File: src/rtl/wallace_pipe_8x8_if.sv
// rtl/wallace_pipe_8x8_if.sv - operand/row-pair handshake bundle for the Wallace multiplier front end
interface wallace_pipe_8x8_if #(
    parameter int WIDTH = 8
);
    logic                 in_valid;
    logic                 in_ready;
    logic [WIDTH-1:0]     in_a;
    logic [WIDTH-1:0]     in_b;
    logic                 out_valid;
    logic                 out_ready;
    logic [2*WIDTH-1:0]   out_sum;
    logic [2*WIDTH-1:0]   out_carry;

    modport master (
        output in_valid, in_a, in_b, out_ready,
        input  in_ready, out_valid, out_sum, out_carry
    );

    modport slave (
        input  in_valid, in_a, in_b, out_ready,
        output in_ready, out_valid, out_sum, out_carry
    );
endinterface

File: src/rtl/wallace_pipe_8x8.sv
// rtl/wallace_pipe_8x8.sv - 3-stage pipelined 8x8 Wallace tree reducing partial products to sum/carry rows
module wallace_pipe_8x8 #(
    parameter int WIDTH   = 8,
    parameter int LATENCY = 3
) (
    input  logic               clk,
    input  logic               rst_n,
    wallace_pipe_8x8_if.slave  bus
);
    localparam int PW = 2 * WIDTH;

    typedef logic [PW-1:0] row_t;

    if (WIDTH != 8 || LATENCY != 3) begin : g_unsupported
        $error("wallace_pipe_8x8 supports only WIDTH=8, LATENCY=3");
    end

    function automatic row_t csa_sum(row_t x, row_t y, row_t z);
        return x ^ y ^ z;
    endfunction

    // Carry leaves bit 15 silently; the product never needs it.
    function automatic row_t csa_carry(row_t x, row_t y, row_t z);
        return ((x & y) | (x & z) | (y & z)) << 1;
    endfunction

    logic v1, v2, v3;
    logic adv1, adv2, adv3;

    row_t pp_d   [WIDTH];
    row_t pp_q   [WIDTH];
    row_t l1     [6];
    row_t s2_d   [4];
    row_t s2_q   [4];
    row_t l3_sum, l3_carry;
    row_t sum_d, carry_d;
    row_t sum_q, carry_q;

    // Each stage may load when it is empty or its successor is taking its item.
    assign adv3 = !v3 || bus.out_ready;
    assign adv2 = !v2 || adv3;
    assign adv1 = !v1 || adv2;

    assign bus.in_ready  = adv1;
    assign bus.out_valid = v3;
    assign bus.out_sum   = sum_q;
    assign bus.out_carry = carry_q;

    always_comb begin
        for (int i = 0; i < WIDTH; i++) begin
            pp_d[i] = row_t'(bus.in_a & {WIDTH{bus.in_b[i]}}) << i;
        end
    end

    always_comb begin
        l1[0]   = csa_sum  (pp_q[0], pp_q[1], pp_q[2]);
        l1[1]   = csa_carry(pp_q[0], pp_q[1], pp_q[2]);
        l1[2]   = csa_sum  (pp_q[3], pp_q[4], pp_q[5]);
        l1[3]   = csa_carry(pp_q[3], pp_q[4], pp_q[5]);
        l1[4]   = pp_q[6];
        l1[5]   = pp_q[7];
        s2_d[0] = csa_sum  (l1[0], l1[1], l1[2]);
        s2_d[1] = csa_carry(l1[0], l1[1], l1[2]);
        s2_d[2] = csa_sum  (l1[3], l1[4], l1[5]);
        s2_d[3] = csa_carry(l1[3], l1[4], l1[5]);
    end

    always_comb begin
        l3_sum   = csa_sum  (s2_q[0], s2_q[1], s2_q[2]);
        l3_carry = csa_carry(s2_q[0], s2_q[1], s2_q[2]);
        sum_d    = csa_sum  (l3_sum, l3_carry, s2_q[3]);
        carry_d  = csa_carry(l3_sum, l3_carry, s2_q[3]);
    end

    always_ff @(posedge clk or negedge rst_n) begin
        if (!rst_n) begin
            v1      <= 1'b0;
            v2      <= 1'b0;
            v3      <= 1'b0;
            sum_q   <= '0;
            carry_q <= '0;
            for (int i = 0; i < WIDTH; i++) begin
                pp_q[i] <= '0;
            end
            for (int i = 0; i < 4; i++) begin
                s2_q[i] <= '0;
            end
        end else begin
            if (adv1) begin
                v1 <= bus.in_valid;
                if (bus.in_valid) begin
                    for (int i = 0; i < WIDTH; i++) begin
                        pp_q[i] <= pp_d[i];
                    end
                end
            end
            if (adv2) begin
                v2 <= v1;
                if (v1) begin
                    for (int i = 0; i < 4; i++) begin
                        s2_q[i] <= s2_d[i];
                    end
                end
            end
            if (adv3) begin
                v3 <= v2;
                if (v2) begin
                    sum_q   <= sum_d;
                    carry_q <= carry_d;
                end
            end
        end
    end
endmodule

File: src/flat_wrapper.sv
// flat-port wrapper written by rule: the top's interface ports become plain ports
module wallace_pipe_8x8_flat 
#(
    parameter int WIDTH   = 8,
    parameter int LATENCY = 3
)
  (clk, rst_n, bus_in_valid, bus_in_a, bus_in_b, bus_out_ready, bus_in_ready, bus_out_valid, bus_out_sum, bus_out_carry);
  wallace_pipe_8x8_if #(.WIDTH(WIDTH)) bus_i ();
  input  logic clk;
  input  logic rst_n;
  input wire logic [$bits(bus_i.in_valid)-1:0] bus_in_valid;
  input wire logic [$bits(bus_i.in_a)-1:0] bus_in_a;
  input wire logic [$bits(bus_i.in_b)-1:0] bus_in_b;
  input wire logic [$bits(bus_i.out_ready)-1:0] bus_out_ready;
  output wire logic [$bits(bus_i.in_ready)-1:0] bus_in_ready;
  output wire logic [$bits(bus_i.out_valid)-1:0] bus_out_valid;
  output wire logic [$bits(bus_i.out_sum)-1:0] bus_out_sum;
  output wire logic [$bits(bus_i.out_carry)-1:0] bus_out_carry;
  assign bus_i.in_valid = bus_in_valid;
  assign bus_i.in_a = bus_in_a;
  assign bus_i.in_b = bus_in_b;
  assign bus_i.out_ready = bus_out_ready;
  assign bus_in_ready = bus_i.in_ready;
  assign bus_out_valid = bus_i.out_valid;
  assign bus_out_sum = bus_i.out_sum;
  assign bus_out_carry = bus_i.out_carry;
  wallace_pipe_8x8 #(.WIDTH(WIDTH), .LATENCY(LATENCY)) u_core (.clk(clk), .rst_n(rst_n), .bus(bus_i));
endmodule
File: config.mk
export PLATFORM = sky130hd
export DESIGN_NAME = wallace_pipe_8x8_flat
export DESIGN_NICKNAME = d
export VERILOG_FILES = /design/src/rtl/wallace_pipe_8x8_if.sv /design/src/rtl/wallace_pipe_8x8.sv /design/src/flat_wrapper.sv
export SDC_FILE = /design/constraint.sdc
export NUM_CORES = 1
export LEC_CHECK = 0
export BUFFER_PORTS_ARGS = -buffer_cell sky130_fd_sc_hd__clkbuf_2
export CAP_MARGIN = 20
export CORE_ASPECT_RATIO = 1.5
export CORE_UTILIZATION = 60
export DETAILED_ROUTE_END_ITERATION = 6
export PLACE_DENSITY_LB_ADDON = 0.15
export SKIP_LAST_GASP = 1
export SYNTH_ARGS = -nofsm -noshare
export SYNTH_HDL_FRONTEND = slang
export SYNTH_SLANG_ARGS = --single-unit
File: constraint.sdc
create_clock -name clk -period 4.3 [get_ports clk]
set_input_delay 0.86 -clock clk [delete_from_list [all_inputs] [get_ports clk]]
set_output_delay 0.86 -clock clk [all_outputs]
set_load 0.02 [all_outputs]
# Yosys cells after proc, flatten, opt, wreduce, memory -nomap -nowiden
# Index checks and enable logic that the tools add are counted.
# word_totals
reg_bits	160
wordCells	76
inputBits	20
# op_classes
bitwise_logic	50
reduce_logical	9
# op_table
op	count
OR 15 bit	12
AND 15 bit	10
XOR 16 bit	6
AND 8 bit	8
XOR 16 x 14 -> 16 bit	1
XOR 16 x 15 -> 16 bit	1
AND 14 x 15 -> 15 bit	1
AND 15 x 14 -> 15 bit	1
AND 11 x 13 -> 13 bit	1
AND 12 x 13 -> 13 bit	1
XOR 12 x 13 -> 13 bit	1
AND 11 x 12 -> 12 bit	1
XOR 11 x 12 -> 12 bit	1
AND 8 x 10 -> 10 bit	1
AND 9 x 10 -> 10 bit	1
XOR 9 x 10 -> 10 bit	1
AND 8 x 9 -> 9 bit	1
XOR 8 x 9 -> 9 bit	1
AND reduction 2 bit	3
zero test 1 bit	3
logical OR 1 bit	3

# Longest topological paths before layout
# logic_depth
depth_word	6
mapped_depth	5
depth_no_buf	5

# Least setup slack after synthesis
# No wires, ideal clock.
# synth_path
path_kind	input-to-output
from	input port bus_out_ready
to	output port bus_in_ready
cell_stages	2
arrival_time_ps	1288
path_buffers	1
path_slack_ps	2152
path_cell_list	nand4b_4 buf_6
# synth_between
elab_chain_cells	3
# synth_lines
element	line_no	source
start: declaration	flat_wrapper.sv:14	input wire logic [$bits(bus_i.out_ready)-1:0] bus_out_ready;
logical OR 1 bit	wallace_pipe_8x8.sv:40	assign adv3 = !v3 || bus.out_ready;
logical OR 1 bit	wallace_pipe_8x8.sv:41	assign adv2 = !v2 || adv3;
logical OR 1 bit	wallace_pipe_8x8.sv:42	assign adv1 = !v1 || adv2;
end: declaration	flat_wrapper.sv:15	output wire logic [$bits(bus_i.in_ready)-1:0] bus_in_ready;
# No other way between the ends.

# Worst setup path in the final report
# Same ends and word-level chain as after synthesis.

==> results.md <==
- The maximum vdd ir drop is 0.000332 V.
- The core outline area is 10,600 µm².
- The start point of the critical path is bus_out_ready.
- For this run, the total global-route usage over all layers was measured as 24.2%.
- The number of buffers on the longest clock path is 2.
- The post-synthesis cell area is 6630 µm².
- For this design the top-level I/O count stands at 54.
- In this run the critical register-to-register path is launched from u_core.v2.
- The count of filler cells inserted in the layout is 769.
- In this run the mean area of a mapped cell was 13.0 µm².
- In this run the remaining antenna-violating nets after routing total 0.
- After detailed routing, the number of remaining DRC violations is 0.
- The post-layout net count is 616.
- Buffers inserted during clock tree synthesis total 17.
- The critical path ends at bus_in_ready.
- The number of pins exceeding their max-slew limit in the final report is 0.
- The data required time at the worst endpoint is 3440 ps.
- The horizontal extent of the die is 87.8 µm.
- The top cell types in the final layout, fill and taps aside, are sky130_fd_sc_hd__dfrtp_1 (132), sky130_fd_sc_hd__inv_1 (82), sky130_fd_sc_hd__mux2i_1 (56).
- After the first detailed-routing iteration, the DRC count stood at 248.
- For the finished layout, the period the worst path requires is 2680 ps.
- For the pin with the worst max-slew slack, the measured transition is 1060 ps.
- The floorplan has 46 rows.
- Synthesis handed over a netlist of 511 instances.
- In the final timing run, aggregate negative setup slack is 0 ps.
- The final instance area is 7500 µm².
- The first detailed-routing pass took 4 iterations.
- Once the floorplan was initialized, standard cells occupied 62.3% of the core.
- The floorplan die height is 131 µm.
- The number of antenna violations at the first check in global routing is 0.
- In the finished design, the share of the clock period the worst path needs comes to 62.3%.
- Clock tree synthesis selected as its root buffer the cell sky130_fd_sc_hd__clkbuf_16.
- The library cell used most frequently in the layout, excluding fill and tap cells, is sky130_fd_sc_hd__dfrtp_1.
- The number of global-route vias before repair is 3,982.
- Net switching is 29.2% of the power.
- The number of setup buffers added after CTS is 0.
- Setup repair after global routing left no endpoint under its margin.
- The total overflow left after global routing is 0.
- Max-cap violations in this run came to 0.
- The number of warnings printed during yosys synthesis is 0.
- In this run, post-CTS hold repair placed 0 buffers.
- The repair_antennas step left the layout with diodes totalling 0.
- The leakage power summed over all cells is 0.00389 µW.
- The later-pin clock latency in the skew report is 410 ps.
- Sequential cells account for 36.9% of the total power.
- After clock tree synthesis, the repair step resized 0 gates.
- The count of endpoints failing setup in the final report is 0.
- The capturing point of the worst reg2reg path is u_core.pp_q[84].
- The via count is 3,727.
- The placed wire-length estimate is 7920 µm.
- Of the cells placed in the final design, the portion with a size suffix greater than 1 is 27.2%.
- The fraction of the yosys area taken by sequential cells is 49.8%.
- The combinational fraction of design power is 26.5%.
- The first-pass GRT wire length is 20,300 µm.
- The CTS sink count is 132.
- Entering global routing, the biggest net connects 77 pins.
- The overall routed net length is 12,100 µm.
- The H-tree generated during clock tree synthesis spans 4 levels.
- After clock tree synthesis, the clock-pin slew on the worst setup and hold paths is 60 ps.
- The clock network is responsible for 36.6% of the overall power.
- After global routing, the most crowded layer is met2.
- The detail-routed via count per cell is 5.32.
- After detailed routing, the average wire length per cell comes to 17.3 µm.
- The met1 usage in global routing is 31.3%.
- The launching element type of the critical path is an input port.
- The power per unit of standard cell area is 620 nW/µm².
- The worst setup timing slack at the placement stage is 1650 ps.
- The post-layout worst setup margin is 1620 ps.
- The TritonCTS clock tree is yes.
- The type of the worst setup path is in2out.
- Summing all placed instances gives a cell area of 6770 µm².
- The count of final hold-check violations is 0.
- The full die area is 11,500 µm².
- In this run the worst path has a maximum fanout of 32.
- Internal power comes to 3290 µW.
- At the worst endpoint, the arrival time is 1820 ps.
- The cell depth of the worst flop-to-flop path is 3.
- The total of buffers placed on input and output ports is 47.
- The register bit count reported by yosys is 132.
- Measured against its own limit, the worst slew margin works out to 29.0%.
- The worst hold path belongs to the class in2async.
- Summed over all nets, the switching power comes to 1360 µW.
- For this run, global-route usage on met3 was measured as 5.34%.
- The maximum clock skew at final layout is 6.51 ps.
- Across all register-to-register paths, the minimum setup slack is 2300 ps.
- The run finished with clean final reports.
- The met2 track utilization from global routing is 40.2%.
- The congestion estimate from routability-driven global placement came to 0.763.
- For this run, the top clock speed supported by timing is 0.373 GHz.
- Compared with the post-synthesis result, the final layout area differs by 13.2%.
- The endpoint class of the critical path is a primary output.
- The number of different library cells used by synthesis comes to 24.
==> worst min path at each step <==
stage / slack (ps) / to / from
2_1_floorplan: 440 / u_core.pp_q[44] / u_core.pp_q[44]
5_1_grt: 270 / u_core.bus.out_carry[5] / rst_n
3_5_place_dp: 480 / u_core.l1[29] / u_core.l1[29]
3_3_place_gp: 470 / u_core.pp_q[44] / u_core.pp_q[44]
4_1_cts: 500 / u_core.pp_q[104] / u_core.pp_q[104]
6_report: 290 / u_core.bus.out_carry[8] / rst_n
==> routing by layer <==
metal | wire length [µm] | vias to the layer above
met5 | 0 | -
met4 | 255 | 0
met3 | 357 | 20
met2 | 6340 | 78
met1 | 5180 | 1926
li1 | - | 1703
==> stage by stage <==
stage	instances	hold slack, ps	util (%)	power [µW]
2_1_floorplan	516	444	-	2590
5_1_grt	700	274	70.5	4930
6_report	700	285	70.5	4650
3_5_place_dp	667	476	63.6	2980
4_1_cts	699	496	70.2	4690
3_3_place_gp	667	469	63.6	2890
==> state kept, by name, indices dropped and copies added, names as in the netlist <==
register	flops
u_core.pp_q	48
u_core.s2_q	39
u_core.l1	16
u_core.bus.out_sum	15
u_core.bus.out_carry	11
u_core.bus.out_valid	1
u_core.v1	1
u_core.v2	1
==> cells by family after synthesis <==
| logic type | synth area share [%] |
|---|---|
| AND/OR/NAND/NOR | 6.08 |
| AO/OA/AOI/OAI | 4.38 |
| other | 0.0566 |
| buffers and inverters | 9.44 |
| adder cells (fa/ha/maj) | 14.3 |
| multiplexers | 15.9 |
| flip-flops | 49.8 |
==> power groups by stage <==
| stage | logic [µW] | clock network (µW) | registers (µW) |
|---|---|---|---|
| 3_3_place_gp | 1170 | 0 | 1720 |
| 4_1_cts | 1250 | 1720 | 1720 |
| 5_1_grt | 1400 | 1780 | 1760 |
| 3_5_place_dp | 1240 | 0 | 1740 |
| 6_report | 1230 | 1700 | 1710 |
| 2_1_floorplan | 765 | 0 | 1820 |
==> worst max-delay path: stages <==
cell	delay (ps)
sky130_fd_sc_hd__clkbuf_2	90
sky130_fd_sc_hd__nand4b_4	530
sky130_fd_sc_hd__clkbuf_2	330
==> synth_stat cells <==
library cell               count  share of area [%]
sky130_fd_sc_hd__mux2i_1      56                8.5
sky130_fd_sc_hd__or2b_1        1               0.11
sky130_fd_sc_hd__nand3b_1      1               0.11
sky130_fd_sc_hd__nand4b_4      1               0.36
sky130_fd_sc_hd__nand2_1      35                2.0
sky130_fd_sc_hd__a21bo_2      22                3.3
sky130_fd_sc_hd__ha_1         15                2.8
sky130_fd_sc_hd__nand2_2       2               0.19
sky130_fd_sc_hd__clkbuf_1      2               0.11
sky130_fd_sc_hd__conb_1        1              0.057
sky130_fd_sc_hd__buf_1        11               0.62
sky130_fd_sc_hd__mux2_2       44                7.5
sky130_fd_sc_hd__buf_8         3               0.68
sky130_fd_sc_hd__buf_2         7               0.53
sky130_fd_sc_hd__a21bo_1       7                1.1
sky130_fd_sc_hd__nand2_8       1               0.30
sky130_fd_sc_hd__inv_1        82                4.6
sky130_fd_sc_hd__nand4_1      29                2.7
sky130_fd_sc_hd__buf_4         6               0.68
sky130_fd_sc_hd__buf_12        1               0.30
sky130_fd_sc_hd__buf_6        11                1.9
sky130_fd_sc_hd__nand2b_1      3               0.28
sky130_fd_sc_hd__fa_1         38                 11
sky130_fd_sc_hd__dfrtp_1     132                 50
==> area by class of cell <==
type	count	area [µm²]	share of cell area, %
multi-input cells	261	2720	36.3
clock buffers	19	453	6.04
flip-flops and latches	132	3300	44.0
well taps	144	180	2.40
repair buffers	49	285	3.80
clock inverters	13	253	3.37
inverters	82	308	4.10
Power figures use the tool's default switching activity.
